<file path="src/rtl/wb_cmd_pkg.sv">
// wb_cmd_master shared types and default parameter values.
// FSM state encoding used by the command master.
package wb_cmd_pkg;

    typedef enum logic {
        IDLE = 1'b0,
        BUS  = 1'b1
    } state_e;

    localparam int ADDR_W_DEF  = 8;
    localparam int DATA_W_DEF  = 32;
    localparam int DEPTH_DEF   = 4;
    localparam int TIMEOUT_DEF = 16;

    // Width of the packed FIFO entry {we, adr, dat}.
    function automatic int cmd_w(input int aw, input int dw);
        return 1 + aw + dw;
    endfunction

endpackage

</file>
<file path="src/rtl/wb_cmd_master_if.sv">
// wb_cmd_master port bundle: command push, response, Wishbone bus, interrupt.
// master = design view, slave = environment view.
interface wb_cmd_master_if #(
    parameter int ADDR_W = 8,
    parameter int DATA_W = 32
) ();

    logic              cmd_valid;
    logic              cmd_ready;
    logic              cmd_we;
    logic [ADDR_W-1:0] cmd_adr;
    logic [DATA_W-1:0] cmd_dat;

    logic              rsp_valid;
    logic [DATA_W-1:0] rsp_dat;
    logic              rsp_err;

    logic [ADDR_W-1:0] wb_adr_o;
    logic [DATA_W-1:0] wb_dat_o;
    logic              wb_we_o;
    logic              wb_stb_o;
    logic              wb_cyc_o;
    logic [DATA_W-1:0] wb_dat_i;
    logic              wb_ack_i;
    logic              wb_int_i;

    logic              irq_pulse;

    modport master (
        input  cmd_valid, cmd_we, cmd_adr, cmd_dat,
        input  wb_dat_i, wb_ack_i, wb_int_i,
        output cmd_ready, rsp_valid, rsp_dat, rsp_err,
        output wb_adr_o, wb_dat_o, wb_we_o, wb_stb_o, wb_cyc_o,
        output irq_pulse
    );

    modport slave (
        output cmd_valid, cmd_we, cmd_adr, cmd_dat,
        output wb_dat_i, wb_ack_i, wb_int_i,
        input  cmd_ready, rsp_valid, rsp_dat, rsp_err,
        input  wb_adr_o, wb_dat_o, wb_we_o, wb_stb_o, wb_cyc_o,
        input  irq_pulse
    );

endinterface

</file>
<file path="src/rtl/wb_cmd_fifo.sv">
// Command FIFO for wb_cmd_master; power-of-2 depth, pointers wrap naturally.
// ready depends only on occupancy, so a full FIFO never passes through.
module wb_cmd_fifo #(
    parameter int W     = 41,
    parameter int DEPTH = 4
) (
    input  logic         clk,
    input  logic         rst_n,
    input  logic         push,
    input  logic [W-1:0] wdata,
    input  logic         pop,
    output logic [W-1:0] rdata,
    output logic         ready,
    output logic         not_empty
);

    localparam int PW = $clog2(DEPTH);
    localparam int CW = PW + 1;

    logic [W-1:0]  mem [DEPTH];
    logic [PW-1:0] wptr_q, wptr_d;
    logic [PW-1:0] rptr_q, rptr_d;
    logic [CW-1:0] count_q, count_d;
    logic          push_ok;
    logic          pop_ok;

    assign ready     = (count_q < CW'(DEPTH));
    assign not_empty = (count_q != '0);
    assign push_ok   = push & ready;
    assign pop_ok    = pop & not_empty;
    assign rdata     = mem[rptr_q];

    // Pointer and occupancy update; push+pop together leaves count unchanged.
    always_comb begin
        wptr_d  = wptr_q;
        rptr_d  = rptr_q;
        count_d = count_q;
        if (push_ok) wptr_d = wptr_q + 1'b1;
        if (pop_ok)  rptr_d = rptr_q + 1'b1;
        unique case ({push_ok, pop_ok})
            2'b10:   count_d = count_q + 1'b1;
            2'b01:   count_d = count_q - 1'b1;
            default: count_d = count_q;
        endcase
    end

    // Pointer/count registers; reset empties the FIFO.
    always_ff @(posedge clk or negedge rst_n) begin
        if (!rst_n) begin
            wptr_q  <= '0;
            rptr_q  <= '0;
            count_q <= '0;
        end else begin
            wptr_q  <= wptr_d;
            rptr_q  <= rptr_d;
            count_q <= count_d;
        end
    end

    // Storage array; contents are don't-care while empty.
    always_ff @(posedge clk) begin
        if (push_ok) mem[wptr_q] <= wdata;
    end

endmodule

</file>
<file path="src/rtl/wb_cmd_master.sv">
// Queued single-transfer Wishbone master with one-cycle response pulse.
// Define WB_TIMEOUT_EN to add the bus-phase timeout abort path.
module wb_cmd_master
    import wb_cmd_pkg::*;
#(
    parameter int ADDR_W  = ADDR_W_DEF,
    parameter int DATA_W  = DATA_W_DEF,
    parameter int DEPTH   = DEPTH_DEF,
    parameter int TIMEOUT = TIMEOUT_DEF
) (
    input  logic            wb_clk,
    input  logic            wb_rst_n,
    wb_cmd_master_if.master bus
);

    localparam int W = cmd_w(ADDR_W, DATA_W);

    if ((DEPTH < 2) || ((DEPTH & (DEPTH - 1)) != 0) || (TIMEOUT < 1))
    begin : g_bad_cfg
        $error("wb_cmd_master: DEPTH must be a power of 2 >= 2, TIMEOUT >= 1");
    end

    state_e            state_q, state_d;
    logic              cyc_q, cyc_d;
    logic              stb_q, stb_d;
    logic              we_q, we_d;
    logic [ADDR_W-1:0] adr_q, adr_d;
    logic [DATA_W-1:0] dat_q, dat_d;
    logic              rsp_valid_q, rsp_valid_d;
    logic [DATA_W-1:0] rsp_dat_q, rsp_dat_d;
    logic              int_q, int_d;
    logic              irq_q, irq_d;

    logic              push;
    logic              pop;
    logic              fifo_ready;
    logic              fifo_ne;
    logic [W-1:0]      head;

`ifdef WB_TIMEOUT_EN
    localparam int TMO_W = $clog2(TIMEOUT + 1);
    localparam logic [TMO_W-1:0] TMO_LAST = TMO_W'(TIMEOUT - 1);

    logic [TMO_W-1:0]  tmo_q, tmo_d;
    logic              rsp_err_q, rsp_err_d;
`endif

    assign push = bus.cmd_valid & fifo_ready;

    wb_cmd_fifo #(
        .W     (W),
        .DEPTH (DEPTH)
    ) u_fifo (
        .clk       (wb_clk),
        .rst_n     (wb_rst_n),
        .push      (push),
        .wdata     ({bus.cmd_we, bus.cmd_adr, bus.cmd_dat}),
        .pop       (pop),
        .rdata     (head),
        .ready     (fifo_ready),
        .not_empty (fifo_ne)
    );

    assign bus.cmd_ready = fifo_ready;
    assign bus.wb_cyc_o  = cyc_q;
    assign bus.wb_stb_o  = stb_q;
    assign bus.wb_we_o   = we_q;
    assign bus.wb_adr_o  = adr_q;
    assign bus.wb_dat_o  = dat_q;
    assign bus.rsp_valid = rsp_valid_q;
    assign bus.rsp_dat   = rsp_dat_q;
    assign bus.irq_pulse = irq_q;
`ifdef WB_TIMEOUT_EN
    assign bus.rsp_err   = rsp_err_q;
`else
    assign bus.rsp_err   = 1'b0;
`endif

    // Next state and bus outputs: launch head in IDLE, finish on ack/expiry.
    always_comb begin
        state_d     = state_q;
        cyc_d       = cyc_q;
        stb_d       = stb_q;
        we_d        = we_q;
        adr_d       = adr_q;
        dat_d       = dat_q;
        rsp_valid_d = 1'b0;
        rsp_dat_d   = '0;
        pop         = 1'b0;
`ifdef WB_TIMEOUT_EN
        tmo_d       = tmo_q;
        rsp_err_d   = 1'b0;
`endif
        unique case (state_q)
            IDLE: begin
                if (fifo_ne) begin
                    pop                 = 1'b1;
                    state_d             = BUS;
                    cyc_d               = 1'b1;
                    stb_d               = 1'b1;
                    {we_d, adr_d, dat_d} = head;
`ifdef WB_TIMEOUT_EN
                    tmo_d               = '0;
`endif
                end
            end
            BUS: begin
                if (bus.wb_ack_i) begin
                    state_d     = IDLE;
                    cyc_d       = 1'b0;
                    stb_d       = 1'b0;
                    rsp_valid_d = 1'b1;
                    rsp_dat_d   = we_q ? '0 : bus.wb_dat_i;
`ifdef WB_TIMEOUT_EN
                end else if (tmo_q == TMO_LAST) begin
                    state_d     = IDLE;
                    cyc_d       = 1'b0;
                    stb_d       = 1'b0;
                    rsp_valid_d = 1'b1;
                    rsp_err_d   = 1'b1;
                end else begin
                    tmo_d       = tmo_q + 1'b1;
`endif
                end
            end
            default: state_d = IDLE;
        endcase
    end

    // Interrupt edge detector: pulse when the registered level was low.
    always_comb begin
        int_d = bus.wb_int_i;
        irq_d = bus.wb_int_i & ~int_q;
    end

    // State and output registers; reset aborts any transfer silently.
    always_ff @(posedge wb_clk or negedge wb_rst_n) begin
        if (!wb_rst_n) begin
            state_q     <= IDLE;
            cyc_q       <= 1'b0;
            stb_q       <= 1'b0;
            we_q        <= 1'b0;
            adr_q       <= '0;
            dat_q       <= '0;
            rsp_valid_q <= 1'b0;
            rsp_dat_q   <= '0;
            int_q       <= 1'b0;
            irq_q       <= 1'b0;
`ifdef WB_TIMEOUT_EN
            tmo_q       <= '0;
            rsp_err_q   <= 1'b0;
`endif
        end else begin
            state_q     <= state_d;
            cyc_q       <= cyc_d;
            stb_q       <= stb_d;
            we_q        <= we_d;
            adr_q       <= adr_d;
            dat_q       <= dat_d;
            rsp_valid_q <= rsp_valid_d;
            rsp_dat_q   <= rsp_dat_d;
            int_q       <= int_d;
            irq_q       <= irq_d;
`ifdef WB_TIMEOUT_EN
            tmo_q       <= tmo_d;
            rsp_err_q   <= rsp_err_d;
`endif
        end
    end

endmodule
</file>
<file path="src/flat_wrapper.sv">
// flat-port wrapper written by rule: the top's interface ports become plain ports
module wb_cmd_master_flat import wb_cmd_pkg::*;
#(
    parameter int ADDR_W  = ADDR_W_DEF,
    parameter int DATA_W  = DATA_W_DEF,
    parameter int DEPTH   = DEPTH_DEF,
    parameter int TIMEOUT = TIMEOUT_DEF
)
  (wb_clk, wb_rst_n, bus_cmd_valid, bus_cmd_we, bus_cmd_adr, bus_cmd_dat, bus_wb_dat_i, bus_wb_ack_i, bus_wb_int_i, bus_cmd_ready, bus_rsp_valid, bus_rsp_dat, bus_rsp_err, bus_wb_adr_o, bus_wb_dat_o, bus_wb_we_o, bus_wb_stb_o, bus_wb_cyc_o, bus_irq_pulse);
  wb_cmd_master_if #(.ADDR_W(ADDR_W), .DATA_W(DATA_W)) bus_i ();
  input  logic wb_clk;
  input  logic wb_rst_n;
  input wire logic [$bits(bus_i.cmd_valid)-1:0] bus_cmd_valid;
  input wire logic [$bits(bus_i.cmd_we)-1:0] bus_cmd_we;
  input wire logic [$bits(bus_i.cmd_adr)-1:0] bus_cmd_adr;
  input wire logic [$bits(bus_i.cmd_dat)-1:0] bus_cmd_dat;
  input wire logic [$bits(bus_i.wb_dat_i)-1:0] bus_wb_dat_i;
  input wire logic [$bits(bus_i.wb_ack_i)-1:0] bus_wb_ack_i;
  input wire logic [$bits(bus_i.wb_int_i)-1:0] bus_wb_int_i;
  output wire logic [$bits(bus_i.cmd_ready)-1:0] bus_cmd_ready;
  output wire logic [$bits(bus_i.rsp_valid)-1:0] bus_rsp_valid;
  output wire logic [$bits(bus_i.rsp_dat)-1:0] bus_rsp_dat;
  output wire logic [$bits(bus_i.rsp_err)-1:0] bus_rsp_err;
  output wire logic [$bits(bus_i.wb_adr_o)-1:0] bus_wb_adr_o;
  output wire logic [$bits(bus_i.wb_dat_o)-1:0] bus_wb_dat_o;
  output wire logic [$bits(bus_i.wb_we_o)-1:0] bus_wb_we_o;
  output wire logic [$bits(bus_i.wb_stb_o)-1:0] bus_wb_stb_o;
  output wire logic [$bits(bus_i.wb_cyc_o)-1:0] bus_wb_cyc_o;
  output wire logic [$bits(bus_i.irq_pulse)-1:0] bus_irq_pulse;
  assign bus_i.cmd_valid = bus_cmd_valid;
  assign bus_i.cmd_we = bus_cmd_we;
  assign bus_i.cmd_adr = bus_cmd_adr;
  assign bus_i.cmd_dat = bus_cmd_dat;
  assign bus_i.wb_dat_i = bus_wb_dat_i;
  assign bus_i.wb_ack_i = bus_wb_ack_i;
  assign bus_i.wb_int_i = bus_wb_int_i;
  assign bus_cmd_ready = bus_i.cmd_ready;
  assign bus_rsp_valid = bus_i.rsp_valid;
  assign bus_rsp_dat = bus_i.rsp_dat;
  assign bus_rsp_err = bus_i.rsp_err;
  assign bus_wb_adr_o = bus_i.wb_adr_o;
  assign bus_wb_dat_o = bus_i.wb_dat_o;
  assign bus_wb_we_o = bus_i.wb_we_o;
  assign bus_wb_stb_o = bus_i.wb_stb_o;
  assign bus_wb_cyc_o = bus_i.wb_cyc_o;
  assign bus_irq_pulse = bus_i.irq_pulse;
  wb_cmd_master #(.ADDR_W(ADDR_W), .DATA_W(DATA_W), .DEPTH(DEPTH), .TIMEOUT(TIMEOUT)) u_core (.wb_clk(wb_clk), .wb_rst_n(wb_rst_n), .bus(bus_i));
endmodule
</file>
<file path="config.mk">
export PLATFORM = sky130hd
export DESIGN_NAME = wb_cmd_master_flat
export DESIGN_NICKNAME = d
export VERILOG_FILES = /design/src/rtl/wb_cmd_pkg.sv /design/src/rtl/wb_cmd_master_if.sv /design/src/rtl/wb_cmd_fifo.sv /design/src/rtl/wb_cmd_master.sv /design/src/flat_wrapper.sv
export SDC_FILE = /design/constraint.sdc
export NUM_CORES = 1
export LEC_CHECK = 0
export BUFFER_PORTS_ARGS = -buffer_cell sky130_fd_sc_hd__buf_2
export CAP_MARGIN = 20
export CORE_MARGIN = 2
export CORE_UTILIZATION = 55
export CTS_CLUSTER_SIZE = 12
export DETAILED_ROUTE_END_ITERATION = 16
export HOLD_SLACK_MARGIN = 0.15
export PLACE_DENSITY = 0.78
export SLEW_MARGIN = 20
export SYNTH_ARGS = -nofsm -noshare
export SYNTH_HDL_FRONTEND = slang
export SYNTH_SLANG_ARGS = --single-unit
export TNS_END_PERCENT = 50
</file>
<file path="constraint.sdc">
create_clock -name wb_clk -period 2.8 [get_ports wb_clk]
set_input_delay 0.14 -clock wb_clk [delete_from_list [all_inputs] [get_ports wb_clk]]
set_output_delay 0.14 -clock wb_clk [all_outputs]
set_load 0.03 [all_outputs]
</file>
==> results by group <==
Clock tree
  • Clock slew at reported path FFs: 60 ps
  • H-tree depth: 1
  • # hold bufs at CTS: 77
  • Max Buffers Root-to-Sink: 3
  • Post-CTS Setup Bufs: 0
  • CTS Buf Count: 25
  • Resize count post-CTS: 0
  • Latest clock arrival within the worst-skew pair: 510 ps
  • CTS Sinks: 249
  • TritonCTS clock tree: yes
  • Root Buffer: clkbuf_16

Detailed routing
  • Average vias per placed instance: 5.18
  • WL final: 17.3 mm
  • Antenna Nets Post-Route: 0
  • Initial drt markers: 248
  • Via count: 4,723
  • Wire per inst: 18.9 µm
  • DRC Markers: 0
  • Drt pass-1 iters: 4

GRT
  • Total grt overflow: 0
  • Initial antenna violation count: 1
  • Number of global-route vias before repair: 5,089
  • Largest net degree at the start of global routing: 44
  • First-pass GRT wire length: 27.1 mm
  • Global-route usage over all layers: 0.197

Timing
  • TNS Setup: 0 ps
  • Relative slew slack: 0.564
  • Worst Tran Pin Value: 654 ps
  • FMAX: 0.477 GHz
  • Skew final: 16.2 ps
  • Hold Fails Final Rpt: 0
  • Period minus WS final: 2100 ps
  • Endpoints failing setup: 0
  • RSZ-0062 raised after global routing: false
  • Fin. max-slew vios: 0
  • Tcrit/Tclk final: 0.749

Setup path
  • Critical path class: reg2reg
  • Critical Path Stages: 8
  • Critical Path End: u_core.u_fifo.count_q[2]$_DFFE_PN0P_
  • R2r setup slk: 700 ps
  • CP Data Required Time: 3220 ps
  • Crit path max-delay family: adder cells
  • Critical-path cell list: nor3_2 > nor2_4 > ha_1 > inv_1 > fa_1 > xor2_1 > nor2_1 > xnor2_1
  • CP max stage cell: fa_1
  • Reg2reg end: u_core.u_fifo.count_q[2]$_DFFE_PN0P_
  • Worst reg2reg startpoint: u_core.u_fifo.count_q[0]$_DFFE_PN0P_
  • Crit end category: flip-flop
  • CP Max Fanout: 12
  • Startpoint Class: flip-flop
  • CP arrival: 2510 ps
  • CP startpoint: u_core.u_fifo.count_q[0]$_DFFE_PN0P_
  • Number of buffers and inverters on the critical path: 1
  • Slowest stage delay, CP: 430 ps
  • Reg2Reg Depth: 8

Floorplanning
  • Core Area: 16,500 µm²
  • IO Count: 157
  • Initial Util: 0.558
  • DIE AREA: 17,800 µm²
  • DIE WIDTH: 133 µm
  • Std cell rows: 47
  • Die Height: 133 µm

Layout
  • Fill cells: 1,007
  • Design area: 11,800 µm²
  • Net count, final: 756
  • Layout area overhead: 28.0%
  • Layout cells sized above 1: 0.408

Pwr
  • Final Total Pwr: 11.9 mW
  • Worst VDD drop: 502 µV
  • LEAKAGE: 4.76 nW
  • PwrDens: 1010 nW/µm²

Synthesis
  • Ys async rst share: 0.341
  • Post-synth EDFFs: 164
  • Post-synthesis register bit count: 249
  • Yosys top cell by area: edfxtp_1
  • Synth cell count leaders: edfxtp_1, dfrtp_1, mux4_2
  • Largest cells by area after synthesis: edfxtp_1, dfrtp_1, mux4_2, mux2_4, and2_1
  • Count leader, synth: edfxtp_1
  • Yosys cell types: 27
  • Synth top area share: 0.536
  • Ys flop type: edfxtp_1
  • Yosys warns: 0
  • Sequential area share after synthesis: 0.767
  • Mapped Area: 9190 µm²
  • Synth Net Count: 506
  • Cells after Synth: 422
  • Syn avg cell area: 21.8 µm²

Hold path
  • Worst min path class: in2async

Placed design
  • Gpl congestion: 0.758
  • Port buffer count: 155
  • DP Area: 10,300 µm²
  • Hpwl dp: 10.2 mm

Flow run
  • MaxCap Viol Count: 0

Status
  • Status: finished clean
cell usage in the layout (no fill, tap or decap), drive strengths merged:
cell and n:
a21oi 1, and2 36, buf 166, clkbuf 42
clkinv 3, conb 1, dfrtp 85, diode 1
dlygate4sd3 77, edfxtp 164, fa 1, ha 5
inv 10, mux2 41, mux2i 1, mux4 41
nand2 2, nor2 3, nor2b 2, nor3 1
nor3b 1, o21a 1, o21ai 1, xnor2 3
xor2 3
cells by family (layout without fill, tap and decap cells):
kind of cell / Yosys count / in the layout / share of synthesized area
compound gates: 3 / 3 / 0.00191
xor+xnor: 6 / 6 / 0.00572
fa+ha+maj: 6 / 6 / 0.00899
buf+inv: 29 / 298 / 0.0187
flops: 249 / 249 / 0.767
mux: 83 / 83 / 0.167
other cells: 1 / 2 / 0.000408
simple gates: 45 / 45 / 0.0301
per-layer routing:
layer	up-vias	global-route usage	share of wire
met2	175	0.341	0.50
met4	0	0.0567	0.020
met1	2395	0.263	0.42
met3	33	0.0327	0.065
li1	2120	-	-
met5	-	0	0
stage by stage:
step                setup WS (ps)  hold slack [ps]  utilization  std cells
finish                        703              198        0.714        912
global route                  545              276        0.714        912
CTS                           644              234        0.714        911
detailed placement            676              214        0.623        788
global placement              750              200        0.623        788
floorplan                     660             -156            -        422
layout make-up:
cell class	count	area [µm²]	share of cell area
inverter	9	33.8	0.00287
multi-input combinational	144	1980	0.168
clock buffer	42	699	0.0595
sequential	249	7060	0.600
clock inverter	4	22.5	0.00191
antenna	1	2.50	0.000213
timing repair buffer	243	1690	0.144
tap	220	275	0.0234
how the worst min path moves through the flow:
stage	end	slack, ps	cells past startpoint
3_3_place_gp	u_core.bus.wb_dat_o[16]$_DFFE_PN0P_	200	1
2_1_floorplan	u_core.bus.irq_pulse$_DFF_PN0_	-160	0
4_1_cts	u_core.bus.wb_dat_o[16]$_DFFE_PN0P_	230	2
5_1_grt	u_core.bus.wb_dat_o[16]$_DFFE_PN0P_	280	2
3_5_place_dp	u_core.bus.wb_dat_o[16]$_DFFE_PN0P_	210	1
6_report	u_core.bus.wb_dat_o[16]$_DFFE_PN0P_	200	2
registers in the layout, indices dropped and copies added, names as in the netlist, 2 cells and up:
register               count
u_core.bus.rsp_dat        32
u_core.u_fifo.rptr_q       2
u_core.bus.wb_adr_o        8
u_core.u_fifo.mem        164
u_core.bus.wb_dat_o       32
u_core.u_fifo.wptr_q       2
u_core.u_fifo.count_q      3
where the power goes:
group	internal (mW)	switching, mW
combinational	1.77	2.01
sequential	4.75	0.430
clock	1.69	1.27
No activity file was read; power rests on OpenSTA's default activity.
